==> src/rtl/mem_access_stage_pkg.sv <==
// Shared types and constants for the MIPS memory-access stage.
package mem_access_stage_pkg;

  localparam int TIMEOUT_CYCLES = 255;
  localparam int CNT_W          = 8;

  typedef enum logic [1:0] {
    IDLE   = 2'd0,
    ACCESS = 2'd1,
    DONE   = 2'd2,
    HALT   = 2'd3
  } state_t;

  localparam logic [1:0] REG_SRC_ALU = 2'b00;
  localparam logic [1:0] REG_SRC_MEM = 2'b01;
  localparam logic [1:0] REG_SRC_PC4 = 2'b10;

  localparam logic [4:0] REG_RA = 5'd31;

  // Encoding 2'b11 falls back to the ALU result.
  function automatic logic [31:0] wb_select(input logic [1:0] src, input logic [31:0] alu,
                                            input logic [31:0] ld, input logic [31:0] pc4);
    case (src)
      REG_SRC_MEM: return ld;
      REG_SRC_PC4: return pc4;
      default:     return alu;
    endcase
  endfunction

endpackage

==> src/rtl/mem_access_stage_if.sv <==
// Data-memory port. mem_req, address, data and enables stay stable until mem_ready is
// sampled high on a rising edge; mem_ready seen while no request is pending is ignored.
interface mem_access_stage_if;
  logic        mem_req;
  logic        mem_we;
  logic [31:0] mem_addr;
  logic [31:0] mem_wdata;
  logic [3:0]  mem_byte_en;
  logic        mem_ready;
  logic [31:0] mem_rdata;

  modport master (
    output mem_req, mem_we, mem_addr, mem_wdata, mem_byte_en,
    input  mem_ready, mem_rdata
  );

  modport slave (
    input  mem_req, mem_we, mem_addr, mem_wdata, mem_byte_en,
    output mem_ready, mem_rdata
  );
endinterface

==> src/rtl/mem_access_stage_lane_align.sv <==
// Byte-lane steering: store enables/replicated data, and load lane extraction with
// sign extension for byte loads.
module mem_lane_align (
  input  logic [1:0]  st_lane,
  input  logic        st_is_word,
  input  logic [31:0] st_data,
  output logic [3:0]  byte_en,
  output logic [31:0] wdata,
  input  logic [1:0]  ld_lane,
  input  logic        ld_is_word,
  input  logic [31:0] rdata,
  output logic [31:0] ld_data
);
  logic [7:0] ld_byte;

  always_comb begin
    byte_en = st_is_word ? 4'b1111 : (4'b0001 << st_lane);
    wdata   = st_is_word ? st_data : {4{st_data[7:0]}};
    ld_byte = rdata[{ld_lane, 3'b000} +: 8];
    ld_data = ld_is_word ? rdata : {{24{ld_byte[7]}}, ld_byte};
  end
endmodule

==> src/rtl/mem_access_stage.sv <==
// Memory-access stage: issues handshaked data-memory accesses, stalls upstream while one
// is outstanding and emits one registered write-back packet per retired instruction.
module mem_access_stage
  import mem_access_stage_pkg::*;
(
  input  logic        clk,
  input  logic        reset,
  input  logic        in_valid,
  input  logic [31:0] ALU_result,
  input  logic [31:0] rt_data,
  input  logic        is_mem_op,
  input  logic        we_memory,
  input  logic        is_word,
  input  logic        register_write,
  input  logic [1:0]  register_src,
  input  logic [31:0] pc4,
  input  logic [4:0]  rd_num,
  input  logic        halted_in,
  output logic        stall,
  mem_access_stage_if.master mem,
  output logic        wb_valid,
  output logic        wb_reg_we,
  output logic [4:0]  wb_rd_num,
  output logic [31:0] wb_data,
  output logic        misaligned,
  output logic        mem_error,
  output logic        halted,
  output state_t      dbg_state
);
  state_t           state;
  logic [CNT_W-1:0] cnt;
  logic [CNT_W:0]   cnt_next;
  logic             timeout;
  logic [1:0]       lane_q;
  logic             word_q;
  logic [1:0]       src_q;
  logic             rw_q;
  logic             halt_q;
  logic [31:0]      alu_q;
  logic [31:0]      pc4_q;
  logic             mis_op;
  logic             accept_mem;
  logic [3:0]       st_be;
  logic [31:0]      st_wdata;
  logic [31:0]      ld_data;

  assign mis_op     = is_mem_op & is_word & (ALU_result[1:0] != 2'b00);
  assign accept_mem = in_valid & is_mem_op & ~mis_op;
  assign cnt_next   = {1'b0, cnt} + 9'd1;
  assign timeout    = (cnt_next == 9'(TIMEOUT_CYCLES));
  assign stall      = ~reset & ((state != IDLE) | accept_mem);
  assign dbg_state  = state;

  mem_lane_align u_lane (
    .st_lane    (ALU_result[1:0]),
    .st_is_word (is_word),
    .st_data    (rt_data),
    .byte_en    (st_be),
    .wdata      (st_wdata),
    .ld_lane    (lane_q),
    .ld_is_word (word_q),
    .rdata      (mem.mem_rdata),
    .ld_data    (ld_data)
  );

  always_ff @(posedge clk or posedge reset) begin
    if (reset) begin
      state           <= IDLE;
      cnt             <= '0;
      lane_q          <= '0;
      word_q          <= 1'b0;
      src_q           <= '0;
      rw_q            <= 1'b0;
      halt_q          <= 1'b0;
      alu_q           <= '0;
      pc4_q           <= '0;
      mem.mem_req     <= 1'b0;
      mem.mem_we      <= 1'b0;
      mem.mem_addr    <= '0;
      mem.mem_wdata   <= '0;
      mem.mem_byte_en <= '0;
      wb_valid        <= 1'b0;
      wb_reg_we       <= 1'b0;
      wb_rd_num       <= '0;
      wb_data         <= '0;
      misaligned      <= 1'b0;
      mem_error       <= 1'b0;
      halted          <= 1'b0;
    end else begin
      wb_valid   <= 1'b0;
      misaligned <= 1'b0;
      mem_error  <= 1'b0;
      case (state)
        IDLE: if (in_valid) begin
          wb_rd_num <= rd_num;
          halt_q    <= halted_in;
          if (accept_mem) begin
            mem.mem_req     <= 1'b1;
            mem.mem_we      <= we_memory;
            mem.mem_addr    <= {ALU_result[31:2], 2'b00};
            mem.mem_wdata   <= st_wdata;
            mem.mem_byte_en <= st_be;
            lane_q          <= ALU_result[1:0];
            word_q          <= is_word;
            src_q           <= register_src;
            rw_q            <= register_write;
            alu_q           <= ALU_result;
            pc4_q           <= pc4;
            cnt             <= '0;
            state           <= ACCESS;
          end else begin
            // No load data exists here, so a load-sourced result reads as zero.
            wb_valid   <= 1'b1;
            wb_data    <= wb_select(register_src, ALU_result, 32'd0, pc4);
            wb_reg_we  <= register_write & ~mis_op;
            misaligned <= mis_op;
            if (halted_in) state <= DONE;
          end
        end
        ACCESS: begin
          cnt <= cnt_next[CNT_W-1:0];
          if (mem.mem_ready) begin
            mem.mem_req <= 1'b0;
            mem.mem_we  <= 1'b0;
            wb_valid    <= 1'b1;
            wb_data     <= wb_select(src_q, alu_q, ld_data, pc4_q);
            wb_reg_we   <= rw_q;
            state       <= DONE;
          end else if (timeout) begin
            mem.mem_req <= 1'b0;
            mem.mem_we  <= 1'b0;
            wb_valid    <= 1'b1;
            wb_data     <= wb_select(src_q, alu_q, 32'd0, pc4_q);
            wb_reg_we   <= 1'b0;
            mem_error   <= 1'b1;
            state       <= DONE;
          end
        end
        DONE: begin
          halted <= halt_q;
          state  <= halt_q ? HALT : IDLE;
        end
        default: state <= HALT;
      endcase
    end
  end
endmodule
==> src/flat_wrapper.sv <==
// flat-port wrapper written by rule: the top's interface ports become plain ports
module mem_access_stage_flat import mem_access_stage_pkg::*;
  (clk, reset, in_valid, ALU_result, rt_data, is_mem_op, we_memory, is_word, register_write, register_src, pc4, rd_num, halted_in, stall, wb_valid, wb_reg_we, wb_rd_num, wb_data, misaligned, mem_error, halted, dbg_state, mem_mem_req, mem_mem_we, mem_mem_addr, mem_mem_wdata, mem_mem_byte_en, mem_mem_ready, mem_mem_rdata);
  mem_access_stage_if mem_i ();
  input  logic clk;
  input  logic reset;
  input  logic in_valid;
  input  logic [31:0] ALU_result;
  input  logic [31:0] rt_data;
  input  logic is_mem_op;
  input  logic we_memory;
  input  logic is_word;
  input  logic register_write;
  input  logic [1:0] register_src;
  input  logic [31:0] pc4;
  input  logic [4:0] rd_num;
  input  logic halted_in;
  output logic stall;
  output logic wb_valid;
  output logic wb_reg_we;
  output logic [4:0] wb_rd_num;
  output logic [31:0] wb_data;
  output logic misaligned;
  output logic mem_error;
  output logic halted;
  output state_t dbg_state;
  output wire logic [$bits(mem_i.mem_req)-1:0] mem_mem_req;
  output wire logic [$bits(mem_i.mem_we)-1:0] mem_mem_we;
  output wire logic [$bits(mem_i.mem_addr)-1:0] mem_mem_addr;
  output wire logic [$bits(mem_i.mem_wdata)-1:0] mem_mem_wdata;
  output wire logic [$bits(mem_i.mem_byte_en)-1:0] mem_mem_byte_en;
  input wire logic [$bits(mem_i.mem_ready)-1:0] mem_mem_ready;
  input wire logic [$bits(mem_i.mem_rdata)-1:0] mem_mem_rdata;
  assign mem_mem_req = mem_i.mem_req;
  assign mem_mem_we = mem_i.mem_we;
  assign mem_mem_addr = mem_i.mem_addr;
  assign mem_mem_wdata = mem_i.mem_wdata;
  assign mem_mem_byte_en = mem_i.mem_byte_en;
  assign mem_i.mem_ready = mem_mem_ready;
  assign mem_i.mem_rdata = mem_mem_rdata;
  mem_access_stage u_core (.clk(clk), .reset(reset), .in_valid(in_valid), .ALU_result(ALU_result), .rt_data(rt_data), .is_mem_op(is_mem_op), .we_memory(we_memory), .is_word(is_word), .register_write(register_write), .register_src(register_src), .pc4(pc4), .rd_num(rd_num), .halted_in(halted_in), .stall(stall), .mem(mem_i), .wb_valid(wb_valid), .wb_reg_we(wb_reg_we), .wb_rd_num(wb_rd_num), .wb_data(wb_data), .misaligned(misaligned), .mem_error(mem_error), .halted(halted), .dbg_state(dbg_state));
endmodule
==> config.mk <==
export PLATFORM = sky130hd
export DESIGN_NAME = mem_access_stage_flat
export DESIGN_NICKNAME = d
export VERILOG_FILES = /design/src/rtl/mem_access_stage_pkg.sv /design/src/rtl/mem_access_stage_if.sv /design/src/rtl/mem_access_stage_lane_align.sv /design/src/rtl/mem_access_stage.sv /design/src/flat_wrapper.sv
export SDC_FILE = /design/constraint.sdc
export NUM_CORES = 1
export LEC_CHECK = 0
export ABC_AREA = 0
export CAP_MARGIN = 20
export CORE_AREA = 2 2 148 150
export DETAILED_ROUTE_END_ITERATION = 8
export DIE_AREA = 0 0 150 152
export PLACE_DENSITY = 0.69
export SYNTH_ARGS = -nofsm -noshare
export SYNTH_HDL_FRONTEND = slang
export SYNTH_SLANG_ARGS = --single-unit
==> constraint.sdc <==
create_clock -name clk -period 9 [get_ports clk]
set_input_delay 2.25 -clock clk [delete_from_list [all_inputs] [get_ports clk]]
set_output_delay 2.25 -clock clk [all_outputs]
set_load 0.02 [all_outputs]
Yosys cells after proc, flatten, opt, wreduce, memory -nomap -nowiden:

Cells that the tools add are included.

* bits of input ports: 144
* flip-flop bits (word level): 191
* memory bits (read-only): 0
* memories kept: 0
* bits in latches: 0
* memory bits (writable): 0

* $add $sub $neg: 1
* muxes and demuxes: 43
* $lt $le $gt $ge: 0
* reduce and logical (&&, ||, !) cells: 10
* divide/modulo/power cells: 0
* equality and inequality tests: 12
* multipliers: 0
* shift operators: 2
* bitwise operators: 9

Operator list (number)
* case mux 32 bit (2 select lines): 4
* two-way mux 32 bit: 6
* variable part select 32 x 6 -> 8 bit: 1
* two-way mux 1 bit: 18
* two-way mux 8 bit: 2
* case mux 8 bit (2 select lines): 1
* two-way mux 2 bit: 6
* adder 8 x 1 -> 9 bit, second input constant: 1
* equality test 9 x 8 -> 1 bit, second input constant: 1
* AND reduction 3 bit: 3
* case mux 1 bit (2 select lines): 4
* AND reduction 4 bit: 2
* bitwise AND 1 bit: 6
* equality test 2 x 1 -> 1 bit, second input constant: 3
* equality test 2 bit, second input constant: 3
* inequality test 3 x 2 -> 1 bit, second input constant: 2
* case mux 2 bit (3 select lines): 1
* nonzero test 2 bit: 3
* two-way mux 4 bit: 1
* inequality test 2 bit, second input constant: 2
* left shift 1 x 2 -> 4 bit, first input constant: 1
* logical NOT 2 bit: 1
* inequality test 2 x 1 -> 1 bit, second input constant: 1
* NOT 1 bit: 2
* 2 further kinds: 2

Longest topological paths before layout:

Gate-level depths: netlist of run 1.

* word-level depth: 7
* depth in mapped cells: 9

By module:

From an unflattened synthesis of run 1, not the netlist that was laid out.

* cells, all modules: 1081
* area total of the unflattened synthesis: 8957.3 µm²

By module, submodules not included
* mem_access_stage: cells an instance 933, area each 8062.7 µm², instances 1
* mem_lane_align: cells an instance 148, area each 894.6 µm², instances 1

Worst setup path after synthesis of run 1:

No wires, ideal clock.

* path kind: input to output
* start: input ALU_result[0]
* end: output stall
* cell stages on the path: 3
* required time: 6.750 ns
* arrival time: 2.956 ns
* path buffers: 0
* path slack: 3.794 ns
* path through: o21ai_1 -> a311oi_1 -> nor2_1

* word-level cells in the longest chain between the ends: 6

RTL lines
* start: declaration: line flat_wrapper.sv:8 `input logic [31:0] ALU_result;`
* nonzero test 2 bit: line mem_access_stage.sv:47 `assign mis_op = is_mem_op & is_word & (ALU_result[1:0] != 2'b00);`
* bitwise AND 1 bit: line mem_access_stage.sv:47
* NOT 1 bit: line mem_access_stage.sv:48 `assign accept_mem = in_valid & is_mem_op & ~mis_op;`
* bitwise AND 1 bit: line mem_access_stage.sv:48
* bitwise OR 1 bit: line mem_access_stage.sv:51 `assign stall = ~reset & ((state != IDLE) | accept_mem);`
* bitwise AND 1 bit: line mem_access_stage.sv:51
* end: declaration: line flat_wrapper.sv:18 `output logic stall;`

Every way passes these cells.

Final worst setup path of run 1:

Same ends and word-level chain as after synthesis.

==> flow_summary.toml, run 1 <==
[outcome]
status = "complete, no violations"

[logic_synthesis]
ys_warn_count = 0
synth_top_cell_area_share_pct = 47.6
synthArstFlopShare_pct = 100
synthTopCellsByArea = "dfrtp_1 48%, nand2_1 14%, a221o_1 5.6%"
synth_seq_cells = 159
synth_area_leader_cell = "dfrtp_1"
yosys.cell_count.top_type = "nand2_1"
synth_ff_type = "dfrtp_1"
synth_edf_count = 0
syn_area_um2 = 8360
synth_cell_type_count = 56
ys_seq_area_share_pct = 47.6
yosys-top-cells-count = "302 x nand2_1, 159 x dfrtp_1, 84 x o21ai_0, 51 x clkbuf_1, 47 x a221o_1"
syn_inst = 931
syn_area_per_cell_um2 = 8.97

[critical_path]
crit_top_cell = "clkdlybuf4s50_1"
worstPathRequired_ps = 6750
crit_type = "input pin to output port"
crit_chain = "clkdlybuf4s50_1 -> o21ai_1 -> a311oi_1 -> nor2_1 -> clkdlybuf4s50_1"
cp_data_arrival_time_ps = 4150
worst_path_max_delay_cell = "clkdlybuf4s50_1"
critPathMaxFanout = 7
end_kind = "output port"
crit_path_start_kind = "input pin"
crit_family = "buffers and inverters"
slowest_delay_ps = 610
cp_num_buf_inv = 2

[sta]
relSlewSlack_pct = 26.6
min_period_over_period_pct = 71.1
fin_skew_ps = 8.26
setup_slack_ps = 2600
rsz0062_at_grt = "false"
post-route-min-period_ps = 6400
setup_viol = 0
max_clock_freq_mhz = 156
finalHoldViolCount = 0
tns_ps = 0
worst_pin_slew_ps = 1100
drv_slew = 0

[power_and_ir_drop]
p_leak_nw = 4.97
p_per_area_nw_per_um2 = 340
vdd_drop_max_v = 0.000153

[routing]
wl_um = 26700
vias = 7532
antenna_left = 0
routed_via_density = 5.33
drtIter0Drc = 525
wl_per_cell_um = 18.9
firstDrtPassIters = 5
drcViolationCount = 0

[global_route]
grt_max_degree = 83
overflow = 0
globalRouteTotalUtil_pct = 23.5
grt_pass1_vias = 7554
antenna_found_initial = 0
grt_pass1_wl_um = 41800

[cts]
root_buffer = "clkbuf_16"
htreeDepth = 4
cts_hold_repair.buffers = 0
clkTransAtPathRegs_ps = 70
cts_tree = "built"
post_cts_resized = 0
cts_buffers = 17
clkLatencyLatePin_ps = 430
cts_max_path_buffers = 2
postCtsSetupBuffers = 0
cts_sinks = 159

[floorplanning]
dieArea_um2 = 22800
initial_utilization_pct = 39.1
coreArea_um2 = 21400
io_pins = 259
die_y_um = 152
dieWidth_um = 150
rows = 54

[cells_and_area]
final_nets = 1269
diodes = 0
stdcell_area_um2 = 11500
stdcell_count = 1413
fillers = 1977
final_util_pct = 53.8
area_delta_synth_final_pct = 37.5
regArea_um2 = 3980
layout-drive-gt1-share_pct = 9.18
multiInputGateArea_um2 = 3830

[run]
cap_violations = 0

[placed_design]
dp.cells = 1379
hpwl_um = 18000
io_buffers = 256
gp_congestion = 0.787
place_area_um2 = 10900
place_ws_ps = 2630

[min_path]
hp-class = "flop to flop"
==> metrics by stage <==
stage                     hold WS (ps)  total power [mW]
after detailed placement           461              3.16
after global placement             459              3.13
after floorplan                    445              2.44
after global routing               500              4.14
final                              480              3.90
after CTS                          481              3.90
==> worst paths after layout <==
path	start	end	cells past startpoint	slack, ps
worst max register to register	u_core.dbg_state[1]$_DFFE_PP0P_	u_core.mem.mem_we$_DFFE_PP0P_	7	5670
max in group asynchronous	reset	u_core.alu_q[3]$_DFFE_PP0P_	4	5370
worst min register to register	u_core.pc4_q[3]$_DFFE_PP0P_	u_core.pc4_q[3]$_DFFE_PP0P_	2	480
worst min-delay path	u_core.pc4_q[3]$_DFFE_PP0P_	u_core.pc4_q[3]$_DFFE_PP0P_	2	480
min in group asynchronous	reset	u_core.mem.mem_wdata[31]$_DFFE_PP0P_	2	2370
worst max-delay path	ALU_result[0]	stall	5	2600
==> cell usage in the layout, fill, tap and decap left out, drive strengths merged, types with 17 or more instances in the layout <==
master / n
nand2: 302
inv: 21
clkdlybuf4s50: 256
a221o: 49
nor2: 35
clkbuf: 17
mux2: 42
dfrtp: 159
a21oi: 22
a22oi: 37
o21ai: 85
==> worst reg2reg max path, stage by stage (launching register included) <==
cell	delay, ps
dfrtp_1	540
nor3b_1	740
buf_4	280
and3_2	170
buf_4	700
nor2_1	330
a22o_1	260
a31o_2	200
==> layout make-up <==
cell class / count / area share, %
clock inverters: 15 / 1.41
flip-flops and latches: 159 / 34.6
multi-input cells: 661 / 33.3
inverters: 12 / 0.436
repair buffers: 269 / 23.4
well taps: 280 / 3.05
clock buffers: 17 / 3.70
==> cell families after synthesis <==
group	after synthesis	synth area share, %
simple gates	375	18.1
compound gates	228	19.2
flops	159	47.6
buf+inv	112	7.16
mux	49	6.90
fa+ha+maj	5	0.749
xor+xnor	2	0.210
other cells	1	0.0449
==> where the power goes <==
part / internal (mW) / switching (mW)
Sequential: 1.03 / 0.250
Combinational: 0.872 / 1.03
Clock: 0.373 / 0.347
Total: 2.27 / 1.63
==> flip-flops by register name, summed over array words and instances, names as in the netlist, 2 cells and up <==
signal	cells
u_core.alu_q	31
u_core.wb_data	32
u_core.cnt	8
u_core.pc4_q	32
u_core.src_q	2
u_core.mem.mem_wdata	32
u_core.wb_rd_num	5
u_core.mem.mem_byte_en	4
u_core.dbg_state	2
==> layer usage <==
metal,vias up,GRT usage [%],share of wire [%]
met1,3620,30.8,43
met5,-,0,0
li1,3575,-,-
met3,40,5.44,6.9
met4,0,8.04,2.6
met2,297,38.3,48
Power figures use the tool's default switching activity.
==> inputs of run 2 (changes only) <==
==> constraint.sdc (replaced) <==
create_clock -name clk -period 6.3 [get_ports clk]
set_input_delay 1.575 -clock clk [delete_from_list [all_inputs] [get_ports clk]]
set_output_delay 1.575 -clock clk [all_outputs]
set_load 0.02 [all_outputs]
==> run 2 against run 1 <==
  * Sequential power rose by 43%
  * Global-route usage barely moved
  * Design area fell by 0.31%
  * Critical path type unchanged
  * Power rose by 42%
  * Flip-flop and latch count did not move
  * Critical endpoint unchanged
  * Clock skew rose by 1.2 ps
  * Largest cell class unchanged
  * Die area did not move
  * Sequential share of layout area rose by 0.11 points
==> flow_summary.toml, run 2 (same netlist as run 1, synthesis figures left out) <==
[sta]
rsz0062_at_grt = "false"
finalHoldViolCount = 0
post-route-min-period_ps = 5070
worst_pin_slew_ps = 1090
max_clock_freq_mhz = 197
setup_viol = 0
setup_slack_ps = 1230
drv_slew = 0
fin_skew_ps = 9.50
relSlewSlack_pct = 27.0
min_period_over_period_pct = 80.5
tns_ps = 0

[critical_path]
end_kind = "output port"
crit_path_start_kind = "input pin"
worstPathRequired_ps = 4720
rr_startpoint = "u_core.dbg_state[1]$_DFFE_PP0P_"
crit_family = "buffers and inverters"
critPathMaxFanout = 7
crit_top_cell = "clkdlybuf4s50_1"
cp_data_arrival_time_ps = 3500
crit_path_start = "ALU_result[0]"
crit_chain = "clkdlybuf4s50_1 -> o21ai_1 -> a311oi_1 -> nor2_1 -> clkdlybuf4s50_1"
slowest_delay_ps = 610
worst_path_max_delay_cell = "clkdlybuf4s50_1"
cp_num_buf_inv = 2
crit_type = "input pin to output port"

[min_path]
hp-class = "flop to flop"
min-delay-start = "u_core.pc4_q[3]$_DFFE_PP0P_"

[power_and_ir_drop]
swShare_pct = 41.8
p_switching_mw = 2.31
vdd_drop_max_v = 0.000221
clkPwrFrac_pct = 18.8
p_per_area_nw_per_um2 = 483
p_comb_share_pct = 48.2
pwr-share-seq_pct = 33.1
p_leak_nw = 4.96
p_int_mw = 3.22

[floorplanning]
dieArea_um2 = 22800
rows = 54
die_y_um = 152
dieWidth_um = 150
coreArea_um2 = 21400
initial_utilization_pct = 39.1
io_pins = 259

[global_route]
grt_max_degree = 83
grt_pass1_vias = 7472
grt_busiest_layer = "met2"
met2_usage_pct = 37.8
grt_use_met1_pct = 31.5
overflow = 0
globalRouteTotalUtil_pct = 23.5
antenna_found_initial = 0
grt_pass1_wl_um = 41800
grt.met3_usage_pct = 5.05

[routing]
antenna_left = 0
wl_per_cell_um = 18.9
drtIter0Drc = 419
firstDrtPassIters = 5
vias = 7522
wl_um = 26600
drcViolationCount = 0
routed_via_density = 5.33

[cts]
clkTransAtPathRegs_ps = 70
cts_max_path_buffers = 2
htreeDepth = 4
clkLatencyLatePin_ps = 430
cts_sinks = 159
cts_buffers = 17
postCtsSetupBuffers = 0
cts_tree = "built"
root_buffer = "clkbuf_16"
cts_hold_repair.buffers = 0
post_cts_resized = 0

[placed_design]
place_ws_ps = 1270
hpwl_um = 18200
io_buffers = 256
gp_congestion = 0.782
place_area_um2 = 10900

[cells_and_area]
area_delta_synth_final_pct = 37.0
layout_commonest_cell = "nand2_1"
reg_top3 = "u_core.mem.mem_wdata x32, u_core.pc4_q x32, u_core.wb_data x32"
layout-drive-gt1-share_pct = 9.10
stdcell_area_um2 = 11400
final_nets = 1268
fillers = 1996
diodes = 0
layout_common_cells = "302 x nand2_1, 256 x clkdlybuf4s50_1, 159 x dfrtp_1"

[run]
cap_violations = 0

[outcome]
status = "complete, no violations"
run 2: area by class of cell:
type	count	area, um2	area share (%)
Tap cell	280	350	3.06
Multi-Input combinational cell	661	3830	33.4
Clock inverter	15	166	1.45
Inverter	12	50.0	0.437
Sequential cell	159	3980	34.8
Clock buffer	17	425	3.72
Timing Repair Buffer	268	2650	23.2
run 2: worst paths after layout:
kind                                                end  slack [ps]  depth (start not counted)
setup / recovery                                  stall        1230                          5
hold / removal              u_core.pc4_q[3]$_DFFE_PP0P_         480                          2
setup reg to reg           u_core.pc4_q[29]$_DFFE_PP0P_        3120                          6
hold reg to reg             u_core.pc4_q[3]$_DFFE_PP0P_         480                          2
max in group asynchronous  u_core.pc4_q[11]$_DFFE_PP0P_        3540                          3
min in group asynchronous     u_core.halted$_DFFE_PP0N_        1690                          2
run 2: power groups by stage:
stage	clock network [mW]	registers [mW]	logic, mW
2_1_floorplan	0	2.00	1.49
3_3_place_gp	0	1.83	2.64
3_5_place_dp	0	1.83	2.68
4_1_cts	1.06	1.82	2.69
5_1_grt	1.10	1.89	2.88
6_report	1.04	1.83	2.66
run 2: tightest hold or removal path, stage by stage (launching register included):
cell	delay [ps]
dfrtp_1	350
nand2_1	50
nand2_1	50
run 2: metrics by stage:
stage | util (%) | instances | hold WS, ps | power, mW
floorplan | - | 932 | 445 | 3.49
global placement | 50.9 | 1380 | 458 | 4.47
detailed placement | 50.9 | 1380 | 462 | 4.51
CTS | 53.6 | 1412 | 480 | 5.57
global route | 53.6 | 1412 | 506 | 5.87
finish | 53.6 | 1412 | 478 | 5.53
run 2: routing by layer:
metal / vias to the layer above / wire length (um)
li1: 3586 / -
met1: 3645 / 11600
met2: 256 / 12700
met3: 35 / 1730
met4: 0 / 601
met5: - / 0
==> inputs of run 3 (changes only) <==
--- a/config.mk
+++ b/config.mk
@@ -10,7 +10,7 @@
 export CORE_AREA = 2 2 148 150
 export DETAILED_ROUTE_END_ITERATION = 8
 export DIE_AREA = 0 0 150 152
-export PLACE_DENSITY = 0.69
+export PLACE_DENSITY = 0.72
 export SYNTH_ARGS = -nofsm -noshare
 export SYNTH_HDL_FRONTEND = slang
 export SYNTH_SLANG_ARGS = --single-unit
==> constraint.sdc (replaced) <==
create_clock -name clk -period 4.53 [get_ports clk]
set_input_delay 1.1325 -clock clk [delete_from_list [all_inputs] [get_ports clk]]
set_output_delay 1.1325 -clock clk [all_outputs]
set_load 0.02 [all_outputs]
==> run 3 against run 2 <==
  * Non-clock buffer count rose by 4
  * Design area up 0.72%
  * Flip-flop and latch count unchanged
  * Worst hold slack better by 1.1 ps
  * Worst setup slack got worse by 600 ps
  * Cell count up 0.35%
  * Via count rose by 1.0%
  * Combinational power up 39%
  * Critical path depth is the same
  * Routed wire length rose by 0.12%
  * Sequential share of layout area is 0.25 points lower
  * Clock skew rose by 1.1 ps
==> flow_summary.toml, run 3 (same netlist as run 1, synthesis figures left out) <==
[cts]
postCtsSetupBuffers = 0
clkLatencyLatePin_ps = 430
cts_sinks = 159
cts_tree = "built"
cts_hold_repair.buffers = 0
cts_buffers = 17
clkTransAtPathRegs_ps = 60
post_cts_resized = 0
htreeDepth = 4
cts_max_path_buffers = 2
root_buffer = "clkbuf_16"

[critical_path]
slowest_delay_ps = 610
critPathMaxFanout = 7
crit_family = "buffers and inverters"
rr_worst_depth = 7
worst_r2r_endpoint = "u_core.wb_data[17]$_DFFE_PP0P_"
cp_data_arrival_time_ps = 2770
cp_num_buf_inv = 2
crit_chain = "clkdlybuf4s50_1 -> o21ai_1 -> a311oi_1 -> nor2_1 -> clkdlybuf4s50_1"
rr_startpoint = "u_core.cnt[0]$_DFFE_PP0P_"
worstPathRequired_ps = 3400
r2r_setup_slack_ps = 1700
end_kind = "output port"
crit_type = "input pin to output port"
crit_path_start_kind = "input pin"
crit_top_cell = "clkdlybuf4s50_1"
worst_path_max_delay_cell = "clkdlybuf4s50_1"

[floorplanning]
rows = 54
dieWidth_um = 150
dieArea_um2 = 22800
coreArea_um2 = 21400
io_pins = 259
initial_utilization_pct = 39.1
die_y_um = 152

[run]
cap_violations = 0

[power_and_ir_drop]
p_leak_nw = 4.99
clkPwrFrac_pct = 19.6
swShare_pct = 40.5
p_total_mw = 7.77
pwr-share-seq_pct = 32.7
p_int_mw = 4.62
p_per_area_nw_per_um2 = 674
p_comb_share_pct = 47.6
p_switching_mw = 3.15
vdd_drop_max_v = 0.000327

[routing]
wl_um = 26700
antenna_left = 0
vias = 7600
wl_per_cell_um = 18.8
drcViolationCount = 0
firstDrtPassIters = 5
drtIter0Drc = 451
routed_via_density = 5.36

[sta]
max_clock_freq_mhz = 256
finalHoldViolCount = 0
post-route-min-period_ps = 3900
setup_slack_ps = 627
rsz0062_at_grt = "false"
fin_skew_ps = 10.6
min_period_over_period_pct = 86.2
relSlewSlack_pct = 28.8
drv_slew = 0
tns_ps = 0
setup_viol = 0
worst_pin_slew_ps = 1070

[global_route]
grt_pass1_vias = 7493
antenna_found_initial = 1
overflow = 0
globalRouteTotalUtil_pct = 23.4
grt_max_degree = 90
grt_pass1_wl_um = 41900

[min_path]
min_path_cells = 2
min-delay-start = "u_core.pc4_q[0]$_DFFE_PP0P_"
hp-class = "flop to flop"
holdPathEnd = "u_core.pc4_q[0]$_DFFE_PP0P_"

[placed_design]
io_buffers = 256
hpwl_um = 18800
place_area_um2 = 10900
place_ws_ps = 653
gp_congestion = 0.778

[cells_and_area]
final_nets = 1272
layout_common_cells = "302 x nand2_1, 256 x clkdlybuf4s50_1, 159 x dfrtp_1"
layout-drive-gt1-share_pct = 9.42
final_util_pct = 54.0
area_delta_synth_final_pct = 38.0
layout_commonest_cell = "nand2_1"
fillers = 2013
reg_top3 = "u_core.mem.mem_wdata x32, u_core.pc4_q x32, u_core.wb_data x32"
stdcell_area_um2 = 11500

[outcome]
status = "complete, no violations"
==> run 3: changes by cell type in the layout (fill, tap and decap cells not counted), sizes merged <==
| cell | previous run | this run |
|---|---|---|
| clkinvlp | 0 | 4 |
| inv | 20 | 19 |
| bufinv | 0 | 3 |
| diode | 0 | 1 |
| buf | 12 | 16 |
| clkinv | 7 | 1 |
==> run 3: how the worst max path moves through the flow <==
| stage | startpoint | end | slack (ps) | cells past startpoint |
|---|---|---|---|---|
| CTS | ALU_result[0] | stall | 640 | 5 |
| global route | ALU_result[0] | stall | 540 | 5 |
| detailed placement | ALU_result[0] | stall | 650 | 5 |
| floorplan | reset | u_core.alu_q[0]$_DFFE_PP0P_ | 1380 | 1 |
| global placement | ALU_result[0] | stall | 670 | 5 |
| finish | ALU_result[0] | stall | 630 | 5 |
==> run 3: through the flow <==
stage | hold slack, ps | instances
global route | 495 | 1417
finish | 479 | 1417
CTS | 479 | 1416
global placement | 459 | 1384
floorplan | 445 | 932
detailed placement | 463 | 1384
==> run 3: cell type report <==
type / count / area, um2 / share of cell area [%]
sequential: 159 / 3980 / 34.5
clock buffer: 17 / 425 / 3.69
timing repair buffer: 272 / 2710 / 23.5
inverter: 12 / 48.8 / 0.423
clock inverter: 15 / 193 / 1.67
tap: 280 / 350 / 3.04
multi-input combinational: 661 / 3830 / 33.2
antenna: 1 / 2.50 / 0.0217
==> run 3: routing by layer <==
metal  share of wire, %  GRT usage, %  vias to the layer above
met5                  0             0                        -
met3                6.7          4.71                       35
li1                   -             -                     3574
met1                 43          31.0                     3694
met2                 49          38.6                      297
met4                1.9          7.46                        0
==> run 3: worst reg2reg max path, delay by kind of cell (launching register included) <==
kind            cells  cell delay, ps
flops               1             400
fa+ha+maj           1             250
buf+inv             1             530
compound gates      2             600
mux                 1             430
simple gates        2             500
==> run 3: power groups by stage <==
stage | Clock (mW) | Combinational [mW] | Sequential [mW]
floorplan | 0 | 2.07 | 2.78
global placement | 0 | 3.66 | 2.54
detailed placement | 0 | 3.74 | 2.55
CTS | 1.56 | 3.75 | 2.54
global route | 1.62 | 4.02 | 2.63
finish | 1.53 | 3.70 | 2.54
